--- src/rtl/data_memory_unit_pkg.sv ---
// Shared encodings for the data memory unit: access sizes and controller states.
package data_memory_unit_pkg;

   typedef enum logic [1:0] {
      SZ_BYTE = 2'b00,
      SZ_HALF = 2'b01,
      SZ_WORD = 2'b10,
      SZ_RSVD = 2'b11
   } size_e;

   typedef enum logic [0:0] {
      ST_INIT = 1'b0,
      ST_IDLE = 1'b1
   } state_e;

endpackage

--- src/rtl/data_memory_unit_if.sv ---
// Request/response bus of the data memory unit; master issues accesses, slave serves them.
interface data_memory_unit_if #(
   parameter int unsigned ADDR_WIDTH = 32
) ();

   logic                  req;
   logic                  we;
   logic [1:0]            size;
   logic                  sign_ext;
   logic [ADDR_WIDTH-1:0] addr;
   logic [31:0]           wdata;
   logic                  ready;
   logic [31:0]           rdata;
   logic                  rvalid;
   logic                  err;

   modport master (
      output req, we, size, sign_ext, addr, wdata,
      input  ready, rdata, rvalid, err
   );

   modport slave (
      input  req, we, size, sign_ext, addr, wdata,
      output ready, rdata, rvalid, err
   );

endinterface

--- src/rtl/mem_byte_align.sv ---
// Little-endian lane logic: store merge with byte strobes, load extraction and extension,
// and alignment checking for the addressed size.
module mem_byte_align
   import data_memory_unit_pkg::*;
(
   input  size_e       size_i,
   input  logic [1:0]  addr_lo_i,
   input  logic        sign_ext_i,
   input  logic [31:0] wdata_i,
   input  logic [31:0] word_i,
   output logic [31:0] wword_o,
   output logic [31:0] rdata_o,
   output logic        misalign_o
);

   logic [3:0]  strobe;
   logic [31:0] wrep;
   logic [31:0] shifted;

   always_comb begin
      strobe     = 4'b0000;
      wrep       = wdata_i;
      misalign_o = 1'b0;
      case (size_i)
         SZ_BYTE: begin
            strobe = 4'b0001 << addr_lo_i;
            wrep   = {4{wdata_i[7:0]}};
         end
         SZ_HALF: begin
            strobe     = addr_lo_i[1] ? 4'b1100 : 4'b0011;
            wrep       = {2{wdata_i[15:0]}};
            misalign_o = addr_lo_i[0];
         end
         SZ_WORD: begin
            strobe     = 4'b1111;
            misalign_o = (addr_lo_i != 2'b00);
         end
         SZ_RSVD: ;
         default: ;
      endcase
   end

   // Replicated store data lets every strobed lane take its bits straight across.
   always_comb begin
      wword_o = word_i;
      for (int i = 0; i < 4; i++) begin
         if (strobe[i]) wword_o[8*i +: 8] = wrep[8*i +: 8];
      end
   end

   assign shifted = word_i >> {addr_lo_i, 3'b000};

   always_comb begin
      rdata_o = word_i;
      case (size_i)
         SZ_BYTE: rdata_o = {{24{sign_ext_i & shifted[7]}}, shifted[7:0]};
         SZ_HALF: rdata_o = {{16{sign_ext_i & shifted[15]}}, shifted[15:0]};
         default: rdata_o = word_i;
      endcase
   end

endmodule

--- src/rtl/data_memory_unit.sv ---
// Word-organised data memory with byte/half/word access, zero-fill on reset (INIT sweep),
// one-cycle registered load response and one-cycle error pulse for rejected accesses.
module data_memory_unit
   import data_memory_unit_pkg::*;
#(
   parameter int unsigned ADDR_WIDTH = 32,
   parameter int unsigned DEPTH      = 64
) (
   input logic              clk,
   input logic              reset,
   data_memory_unit_if.slave mem_if
);

   localparam int unsigned IdxW = (DEPTH > 1) ? $clog2(DEPTH) : 1;

   logic [31:0] mem_q [DEPTH];

   state_e            state_q, state_d;
   logic [IdxW-1:0]   init_cnt_q, init_cnt_d;
   logic [31:0]       rdata_q, rdata_d;
   logic              rvalid_q, rvalid_d;
   logic              err_q, err_d;

   logic [ADDR_WIDTH-3:0] word_idx;
   logic [IdxW-1:0]       mem_idx;
   logic [31:0]           cur_word;
   logic [31:0]           merged_word;
   logic [31:0]           load_word;
   logic                  misalign;
   logic                  out_of_range;
   logic                  bad_access;
   logic                  accept;
   size_e                 size;

   logic                  mem_we;
   logic [IdxW-1:0]       mem_waddr;
   logic [31:0]           mem_wdata;

   assign size         = size_e'(mem_if.size);
   assign word_idx     = mem_if.addr[ADDR_WIDTH-1:2];
   assign mem_idx      = mem_if.addr[IdxW+1:2];
   assign cur_word     = mem_q[mem_idx];
   assign out_of_range = (word_idx >= (ADDR_WIDTH-2)'(DEPTH));
   assign bad_access   = (size == SZ_RSVD) | misalign | out_of_range;
   assign accept       = mem_if.req & (state_q == ST_IDLE);

   mem_byte_align u_align (
      .size_i     (size),
      .addr_lo_i  (mem_if.addr[1:0]),
      .sign_ext_i (mem_if.sign_ext),
      .wdata_i    (mem_if.wdata),
      .word_i     (cur_word),
      .wword_o    (merged_word),
      .rdata_o    (load_word),
      .misalign_o (misalign)
   );

   always_comb begin
      state_d    = state_q;
      init_cnt_d = init_cnt_q;
      rdata_d    = rdata_q;
      rvalid_d   = 1'b0;
      err_d      = 1'b0;
      mem_we     = 1'b0;
      mem_waddr  = mem_idx;
      mem_wdata  = merged_word;
      unique case (state_q)
         ST_INIT: begin
            mem_we    = 1'b1;
            mem_waddr = init_cnt_q;
            mem_wdata = 32'h0;
            if (init_cnt_q == IdxW'(DEPTH - 1)) begin
               state_d    = ST_IDLE;
               init_cnt_d = '0;
            end else begin
               init_cnt_d = init_cnt_q + 1'b1;
            end
         end
         ST_IDLE: begin
            if (accept) begin
               if (bad_access) begin
                  err_d = 1'b1;
               end else if (mem_if.we) begin
                  mem_we = 1'b1;
               end else begin
                  rvalid_d = 1'b1;
                  rdata_d  = load_word;
               end
            end
         end
         default: state_d = ST_INIT;
      endcase
   end

   always_ff @(posedge clk or negedge reset) begin
      if (!reset) begin
         state_q    <= ST_INIT;
         init_cnt_q <= '0;
         rdata_q    <= 32'h0;
         rvalid_q   <= 1'b0;
         err_q      <= 1'b0;
      end else begin
         state_q    <= state_d;
         init_cnt_q <= init_cnt_d;
         rdata_q    <= rdata_d;
         rvalid_q   <= rvalid_d;
         err_q      <= err_d;
      end
   end

   // Array has no reset; contents are defined only by the INIT sweep.
   always_ff @(posedge clk) begin
      if (mem_we) mem_q[mem_waddr] <= mem_wdata;
   end

   assign mem_if.ready  = (state_q == ST_IDLE);
   assign mem_if.rdata  = rdata_q;
   assign mem_if.rvalid = rvalid_q;
   assign mem_if.err    = err_q;

endmodule

--- src/flat_wrapper.sv ---
// flat-port wrapper written by rule: the top's interface ports become plain ports
module data_memory_unit_flat import data_memory_unit_pkg::*;
#(
   parameter int unsigned ADDR_WIDTH = 32,
   parameter int unsigned DEPTH      = 64
)
  (clk, reset, mem_if_req, mem_if_we, mem_if_size, mem_if_sign_ext, mem_if_addr, mem_if_wdata, mem_if_ready, mem_if_rdata, mem_if_rvalid, mem_if_err);
  data_memory_unit_if #(.ADDR_WIDTH(ADDR_WIDTH)) mem_if_i ();
  input logic clk;
  input logic reset;
  input wire logic [$bits(mem_if_i.req)-1:0] mem_if_req;
  input wire logic [$bits(mem_if_i.we)-1:0] mem_if_we;
  input wire logic [$bits(mem_if_i.size)-1:0] mem_if_size;
  input wire logic [$bits(mem_if_i.sign_ext)-1:0] mem_if_sign_ext;
  input wire logic [$bits(mem_if_i.addr)-1:0] mem_if_addr;
  input wire logic [$bits(mem_if_i.wdata)-1:0] mem_if_wdata;
  output wire logic [$bits(mem_if_i.ready)-1:0] mem_if_ready;
  output wire logic [$bits(mem_if_i.rdata)-1:0] mem_if_rdata;
  output wire logic [$bits(mem_if_i.rvalid)-1:0] mem_if_rvalid;
  output wire logic [$bits(mem_if_i.err)-1:0] mem_if_err;
  assign mem_if_i.req = mem_if_req;
  assign mem_if_i.we = mem_if_we;
  assign mem_if_i.size = mem_if_size;
  assign mem_if_i.sign_ext = mem_if_sign_ext;
  assign mem_if_i.addr = mem_if_addr;
  assign mem_if_i.wdata = mem_if_wdata;
  assign mem_if_ready = mem_if_i.ready;
  assign mem_if_rdata = mem_if_i.rdata;
  assign mem_if_rvalid = mem_if_i.rvalid;
  assign mem_if_err = mem_if_i.err;
  data_memory_unit #(.ADDR_WIDTH(ADDR_WIDTH), .DEPTH(DEPTH)) u_core (.clk(clk), .reset(reset), .mem_if(mem_if_i));
endmodule
--- config.mk ---
export PLATFORM = sky130hd
export DESIGN_NAME = data_memory_unit_flat
export DESIGN_NICKNAME = d
export VERILOG_FILES = /design/src/rtl/data_memory_unit_pkg.sv /design/src/rtl/data_memory_unit_if.sv /design/src/rtl/mem_byte_align.sv /design/src/rtl/data_memory_unit.sv /design/src/flat_wrapper.sv
export SDC_FILE = /design/constraint.sdc
export NUM_CORES = 2
export LEC_CHECK = 0
export ABC_AREA = 1
export CELL_PAD_IN_SITES_DETAIL_PLACEMENT = 1
export CELL_PAD_IN_SITES_GLOBAL_PLACEMENT = 1
export CORE_UTILIZATION = 25
export CTS_CLUSTER_DIAMETER = 60
export DETAILED_ROUTE_END_ITERATION = 12
export PLACE_DENSITY_LB_ADDON = 0.15
export SLEW_MARGIN = 25
export SYNTH_ARGS = -nofsm -noshare
export SYNTH_HDL_FRONTEND = slang
export SYNTH_SLANG_ARGS = --single-unit
--- constraint.sdc ---
create_clock -name clk -period 5.3 [get_ports clk]
set_input_delay 1.06 -clock clk [delete_from_list [all_inputs] [get_ports clk]]
set_output_delay 1.06 -clock clk [all_outputs]
set_load 0.01 [all_outputs]
# ---- Word-level counts from Yosys, hierarchy flattened
# Memories as Yosys holds them, arrays and structs flattened.
# Cells that the tools add are included.
dict set report word_totals {
  ff_bits 41
  latchBits 0
  wordCells 52
  in_bits 71
  out_inout_bits 35
  ramBits 2048
  memories 1
  mem_bits_ro 0
}
# memory words word_bits read_ports rd_clocked_by_memory_dff write_ports line_no
set mem_list {}
lappend mem_list {u_core.mem_q 64 32 1 0 1 data_memory_unit.sv:16} ;# logic [31:0] mem_q [DEPTH];
dict set report op_classes {
  n_lt_le_gt_ge 1
  n_reduce_logical 3
  bitwise_logic 8
  n_mux 27
  n_eq_ne 4
  n_mul 0
  addsub 1
  div_mod_pow 0
  shifts 2
}
# cell count
set ops {}
lappend ops {{one-hot mux 32 bit (2 select lines)} 2}
lappend ops {{two-way mux 32 bit} 1}
lappend ops {{two-way mux 8 bit} 4}
lappend ops {{right shift 32 x 5 -> 16 bit} 1}
lappend ops {{greater-or-equal comparator 30 x 7 -> 1 bit (second input constant)} 1}
lappend ops {{two-way mux 1 bit} 14}
lappend ops {{two-way mux 6 bit} 2}
lappend ops {{one-hot mux 4 bit (3 select lines)} 1}
lappend ops {{adder 6 x 1 -> 6 bit (second input constant)} 1}
lappend ops {{== test 6 bit (second input constant)} 1}
lappend ops {{== test 2 bit (second input constant)} 2}
lappend ops {{two-way mux 4 bit} 1}
lappend ops {{one-hot mux 1 bit (2 select lines)} 2}
lappend ops {{AND reduction 4 bit} 1}
lappend ops {{<< shifter 1 x 2 -> 4 bit (first input constant)} 1}
lappend ops {{bitwise AND 1 bit} 3}
lappend ops {{NOT 1 bit} 3}
lappend ops {{== test 2 x 1 -> 1 bit (second input constant)} 1}
lappend ops {{logical NOT 2 bit} 1}
lappend ops {{OR 1 bit} 2}
lappend ops {{nonzero test 2 bit} 1}

# ---- Depth between registers and ports, before layout
dict set report depth {
  depth_word 9
  depth_mapped 22
  mapped_depth_nobuf 19
}

# ---- By module
# A second synthesis with hierarchy kept.
dict set report hier_totals {
  hier_cells 8858
  area_unflattened_um2 90340.4
}
# mod instances seq_area_each_um2 cells_per_inst area_per_inst_um2
set by_module_without_submodules {}
lappend by_module_without_submodules {data_memory_unit 1 62525.0 8476 88696.3}
lappend by_module_without_submodules {mem_byte_align 1 0.0 382 1644.1}

# ---- Least setup slack after synthesis
# No wires, ideal clock.
dict set report synth_timing {
  kind {input-to-reg}
  from {input port mem_if_addr[2]}
  to {memory u_core.mem_q[46][0] (enable)}
  required_time_ps 4839
  t_arrival_ps 4573
  setup_time_ps 461
  stages 10
  n_path_buf 7
  setup_slack_ps 266
  path_cell_list {buf_6 > buf_8 > buf_6 > buf_6 > buf_6 > buf_4 > buf_4 > a21oi_4 > inv_1 > nor3_1}
}
dict set report synth_between {
  elab_chain_cells 7
  elab_cells_between_ends 8
  classes_between {1 x order compare; 6 x mux; 1 x bitwise}
}
# element line_no
set synth_lines {}
lappend synth_lines {{from (decl)} flat_wrapper.sv:15} ;# input wire logic [$bits(mem_if_i.addr)-1:0] mem_if_addr;
lappend synth_lines {{greater-or-equal comparator 30 x 7 -> 1 bit} data_memory_unit.sv:43} ;# assign out_of_range = (word_idx >= (ADDR_WIDTH-2)'(DEPTH));
lappend synth_lines {{OR 1 bit} data_memory_unit.sv:44} ;# assign bad_access = (size == SZ_RSVD) | misalign | out_of_range;
lappend synth_lines {{two-way mux 1 bit} data_memory_unit.sv:81} ;# if (bad_access) begin
lappend synth_lines {{two-way mux 1 bit} data_memory_unit.sv:80} ;# if (accept) begin
lappend synth_lines {{one-hot mux 1 bit (2 select lines)} data_memory_unit.sv:67} ;# unique case (state_q)
lappend synth_lines {{two-way mux 1 bit} data_memory_unit.sv:113} ;# if (mem_we) mem_q[mem_waddr] <= mem_wdata;
lappend synth_lines {{two-way mux 1 bit (not written as such)} data_memory_unit.sv:113}
lappend synth_lines {{to (decl)} data_memory_unit.sv:16}
# Several ways; a longest one is shown, not always the timed one.

# ---- Worst setup path after layout
dict set report layout_timing {
  from {input port mem_if_size[1]}
  to {memory u_core.mem_q[20][28] (enable)}
}
dict set report layout_between {
  elab_chain_cells 9
  elab_cells_between_ends 11
  classes_between {3 x eq/ne; 6 x mux; 2 x bitwise}
}
# element line_no
set layout_lines {}
lappend layout_lines {{from (decl)} flat_wrapper.sv:13} ;# input wire logic [$bits(mem_if_i.size)-1:0] mem_if_size;
lappend layout_lines {{== test 2 bit or == test 2 x 1 -> 1 bit (tied branches)} mem_byte_align.sv:24} ;# case (size_i)
lappend layout_lines {{one-hot mux 1 bit (2 select lines)} mem_byte_align.sv:24}
lappend layout_lines {{OR 1 bit * (2 in series)} data_memory_unit.sv:44}
lappend layout_lines {{two-way mux 1 bit *} data_memory_unit.sv:81}
lappend layout_lines {{two-way mux 1 bit *} data_memory_unit.sv:80}
lappend layout_lines {{one-hot mux 1 bit (2 select lines) *} data_memory_unit.sv:67}
lappend layout_lines {{two-way mux 1 bit *} data_memory_unit.sv:113}
lappend layout_lines {{two-way mux 1 bit (not written as such) *} data_memory_unit.sv:113}
# Every way passes the cells marked *; elsewhere a longest branch is shown, timed or not.

==> flow_summary_export.csv <==
group,metric,value,unit
placement,dpl_cell_area,94900,µm²
layout,multiInputGateArea,20000,µm²
synth,synth_mux_area_share,0.0350,%
grt,grt_pass1_vias,58900,
clocking,cts-root-buf,"clkbuf_16",
timing,slew_headroom,36.5,%
routing,route.detailed.drc,0,
setup_path,rr_worst_depth,8,
die,fp.coreArea,341000,µm²
setup_path,regToRegEndpoint,"u_core.mem_q[43][20]$_DFFE_PP_",
setup_path,cp-endpoint,"u_core.mem_q[20][28]$_DFFE_PP_",
worst_hold_path,worstHoldPathType,"input port to asynchronous set/reset pin",
synth,synth-adder-area-share,0.0730,%
placement,place.gp.congestion,0.818,
timing,max_freq,0.242,GHz
routing,totalWireLength,326000,µm
layout,synthToLayoutAreaGrowth,20.2,%
power,power.total,37200,µW
routing,num_vias,57300,
timing,slew_viol_final,0,
clocking,postCtsSetupBuffers,0,
grt,grt_max_degree,141,
synth,synth_edf_count,2048,
run,drv_cap,0,
synth,synth_xor_xnor_area_share,0.0307,%
setup_path,r2r_slack,1.91,ns
setup_path,cp_max_fo,32,
timing,post-route-period-util,77.8,%
setup_path,startpoint_type,"input port",
layout,ff_latch_area,62500,µm²
synth,ys_ff_latch,2089,
synth,synthArstFlopShare,1.96,%
setup_path,rr_startpoint,"u_core.mem_if.ready$_DFF_PN0_",
setup_path,cp-startpoint,"mem_if_size[1]",
synth,synthFlopType,"edfxtp_1",
synth,yosysTopAreaCell,"edfxtp_1",
synth,synth_compound_area_share,9.97,%
clocking,cts-resized-gates,0,
timing,fin_crit,4.12,ns
routing,drt-wirelength-per-cell,27.0,µm
power,ir_drop,0.000300,V
die,dieArea,345000,µm²
synth,netlist_area,85700,µm²
die,die_y,588,µm
clocking,path_clk_slew,0.06,ns
clocking,clock_latency,0.88,ns
timing,hold_violations,0,
synth,synth_top_family_by_area,"simple AND/OR/NAND/NOR gates",
grt,globalRouteOverflowTotal,0,
grt,grt_first_pass_wirelength,463000,µm
die,io_pins,106,
timing,rsz0062_at_grt,"false",
synth,syn_inst,7047,
timing,whs,0.299,ns
synth,synth_nets,7123,
timing,tightest_slew,0.952,ns
clocking,cts_tree,"built",
setup_path,cp-end-kind,"register",
timing,fin_worst_skew,0.0535,ns
power,p_leak,0.0312,µW
setup_path,critical_path.slowest_cell,"clkdlybuf4s50_1",
setup_path,cp.required,5.79,ns
layout,final.fill_count,36800,
setup_path,crit_path_cell_trace,"clkdlybuf4s50_1 > inv_1 > ha_1 > a21oi_1 > o21ai_0 > nor3_1 > nand3_1 > nand2_1 > nand4_1 > buf_4 > nor2_4 > buf_4",
synth,netlist_top_cells_area,"edfxtp_1 (72%), nor2_1 (6.2%), o21ai_0 (5.5%), nand2_1 (3.8%), nand3_1 (2.2%)",
die,dieWidth,588,µm
routing,dr.pass1.iters,5,
synth,synthSimpleGateAreaFrac,12.6,%
synth,ys_warn_count,0,
outcome,status,"complete, no violations",
synth,yosysSeqAreaShare,72.9,%
grt,track_usage,18.5,%
synth,synth_area_per_cell,12.2,µm²
synth,synthDistinctLibCells,46,
layout,drive_gt1_share,11.9,%
timing,setup_tns,0,ns
routing,drtIter0Drc,4479,
routing,antenna_left,0,
power,p_per_area,361,nW/µm²
synth,synth_top_area_share,71.7,%
layout,fin_area,103000,µm²
clocking,clkSinkCount,2089,
clocking,cts_max_level,5,
grt,antenna_found_initial,14,
synth,synth_common_cells,"edfxtp_1 (2048), nor2_1 (1419), o21ai_0 (947)",
clocking,cts_buffers,266,
timing,setup_viol,0,
clocking,cts.hold.buffers_added,0,
setup_path,cp.arrival,4.61,ns
setup_path,path_class,"input port to register",
synth,yosysMostFrequentCell,"edfxtp_1",
setup_path,max_stage_delay,0.54,ns
routing,via_per_inst,4.73,
placement,portBuffers,105,
setup_path,crit_path_frequent_cell,"buf_4",
die,rows,214,
clocking,clock_path_buffers,4,
placement,hpwlAfterDp,204000,µm
die,start_util,25.2,%
layout,finalNetCount,7436,
area by class of cell:
cell class	instances	area share, %
flip-flops and latches	2089	60.7
multi-input cells	4263	19.4
clock buffers	345	6.99
repair buffers	499	5.59
well taps	4536	5.51
inverters	241	0.915
clock inverters	113	0.913
diodes	12	0.0291
cell usage in the layout, fill, tap and decap left out, types with 4 or more instances in the layout:
cell | synthesis | final
dfrtp_1 | 41 | 41
o21ai_0 | 947 | 947
clkinv_4 | 0 | 4
nor4_1 | 7 | 6
ha_1 | 5 | 5
o311ai_0 | 8 | 6
nor2_1 | 1419 | 1355
edfxtp_1 | 2048 | 2048
o21ai_1 | 84 | 84
clkbuf_8 | 0 | 6
o221ai_1 | 22 | 22
clkinvlp_4 | 0 | 7
buf_12 | 1 | 140
nor3_2 | 0 | 4
or2_2 | 21 | 21
o22ai_1 | 133 | 133
bufinv_16 | 0 | 13
inv_6 | 1 | 13
clkinv_1 | 1 | 41
nor2_2 | 4 | 4
clkinv_2 | 0 | 35
a31oi_1 | 7 | 7
inv_1 | 236 | 203
nand4_1 | 13 | 13
a21oi_1 | 118 | 118
diode_2 | 0 | 12
nand3_1 | 371 | 371
buf_4 | 67 | 254
nor2_4 | 0 | 64
inv_2 | 3 | 34
clkbuf_16 | 0 | 276
o211ai_1 | 209 | 209
clkdlybuf4s50_1 | 0 | 98
nand2_1 | 868 | 868
clkbuf_1 | 119 | 65
kinds of logic (layout without fill, tap and decap cells):
logic type / count (synthesis) / count (layout)
buffers and inverters: 695 / 1198
adders and majority gates: 5 / 5
muxes: 3 / 3
DFF: 2089 / 2089
other: 0 / 12
and+or+nand+nor: 2716 / 2716
xor gates and xnor gates: 3 / 3
AOI/OAI and AO/OA: 1536 / 1536
through the flow:
| step | util [%] | std cells | setup slack, ns |
|---|---|---|---|
| after floorplan | - | 7047 | 0.266 |
| after global placement | 27.9 | 11600 | 0.348 |
| after global routing | 30.3 | 12100 | 1.01 |
| final | 30.3 | 12100 | 1.18 |
| after detailed placement | 27.9 | 11600 | 0.385 |
| after CTS | 30.3 | 12100 | 1.31 |
per-layer routing:
metal	wire, µm	track usage [%]	up-vias
met5	0	0	-
met4	9350	5.36	0
met3	11100	1.77	402
met2	157000	31.3	1084
met1	149000	25.2	29900
li1	-	-	25900
sequential cells by signal (all words and copies together), names as in the netlist:
register and count:
u_core.init_cnt_q 6, u_core.mem_if.err 1, u_core.mem_if.rvalid 1, u_core.mem_if.ready 1, u_core.mem_q 2048, u_core.mem_if.rdata 32
worst min path at each step:
stage / startpoint / to / slack, ns / depth (start not counted)
6_report: reset / u_core.mem_if.rdata[14]$_DFFE_PN0P_ / 0.30 / 2
2_1_floorplan: u_core.init_cnt_q[1]$_DFFE_PN0N_ / u_core.init_cnt_q[1]$_DFFE_PN0N_ / 0.49 / 2
5_1_grt: reset / u_core.mem_if.rdata[14]$_DFFE_PN0P_ / 0.31 / 2
4_1_cts: reset / u_core.mem_if.rdata[11]$_DFFE_PN0P_ / 0.25 / 2
3_3_place_gp: u_core.mem_if.rdata[13]$_DFFE_PN0P_ / u_core.mem_if.rdata[13]$_DFFE_PN0P_ / 0.48 / 2
3_5_place_dp: u_core.mem_if.rdata[8]$_DFFE_PN0P_ / u_core.mem_if.rdata[8]$_DFFE_PN0P_ / 0.47 / 2
report_power, final:
group	switching [µW]	leakage [µW]	internal [µW]
clock	7080	0.00398	10200
combinational	1480	0.0121	545
sequential	0	0.0151	17900
worst max-delay path: cells and delay by family:
kind	cells	cell delay, ns
AND/OR/NAND/NOR	5	1.39
adder cells (fa/ha/maj)	1	0.29
AO/OA/AOI/OAI	2	0.36
buffers and inverters	4	1.42
Power figures use the tool's default switching activity.
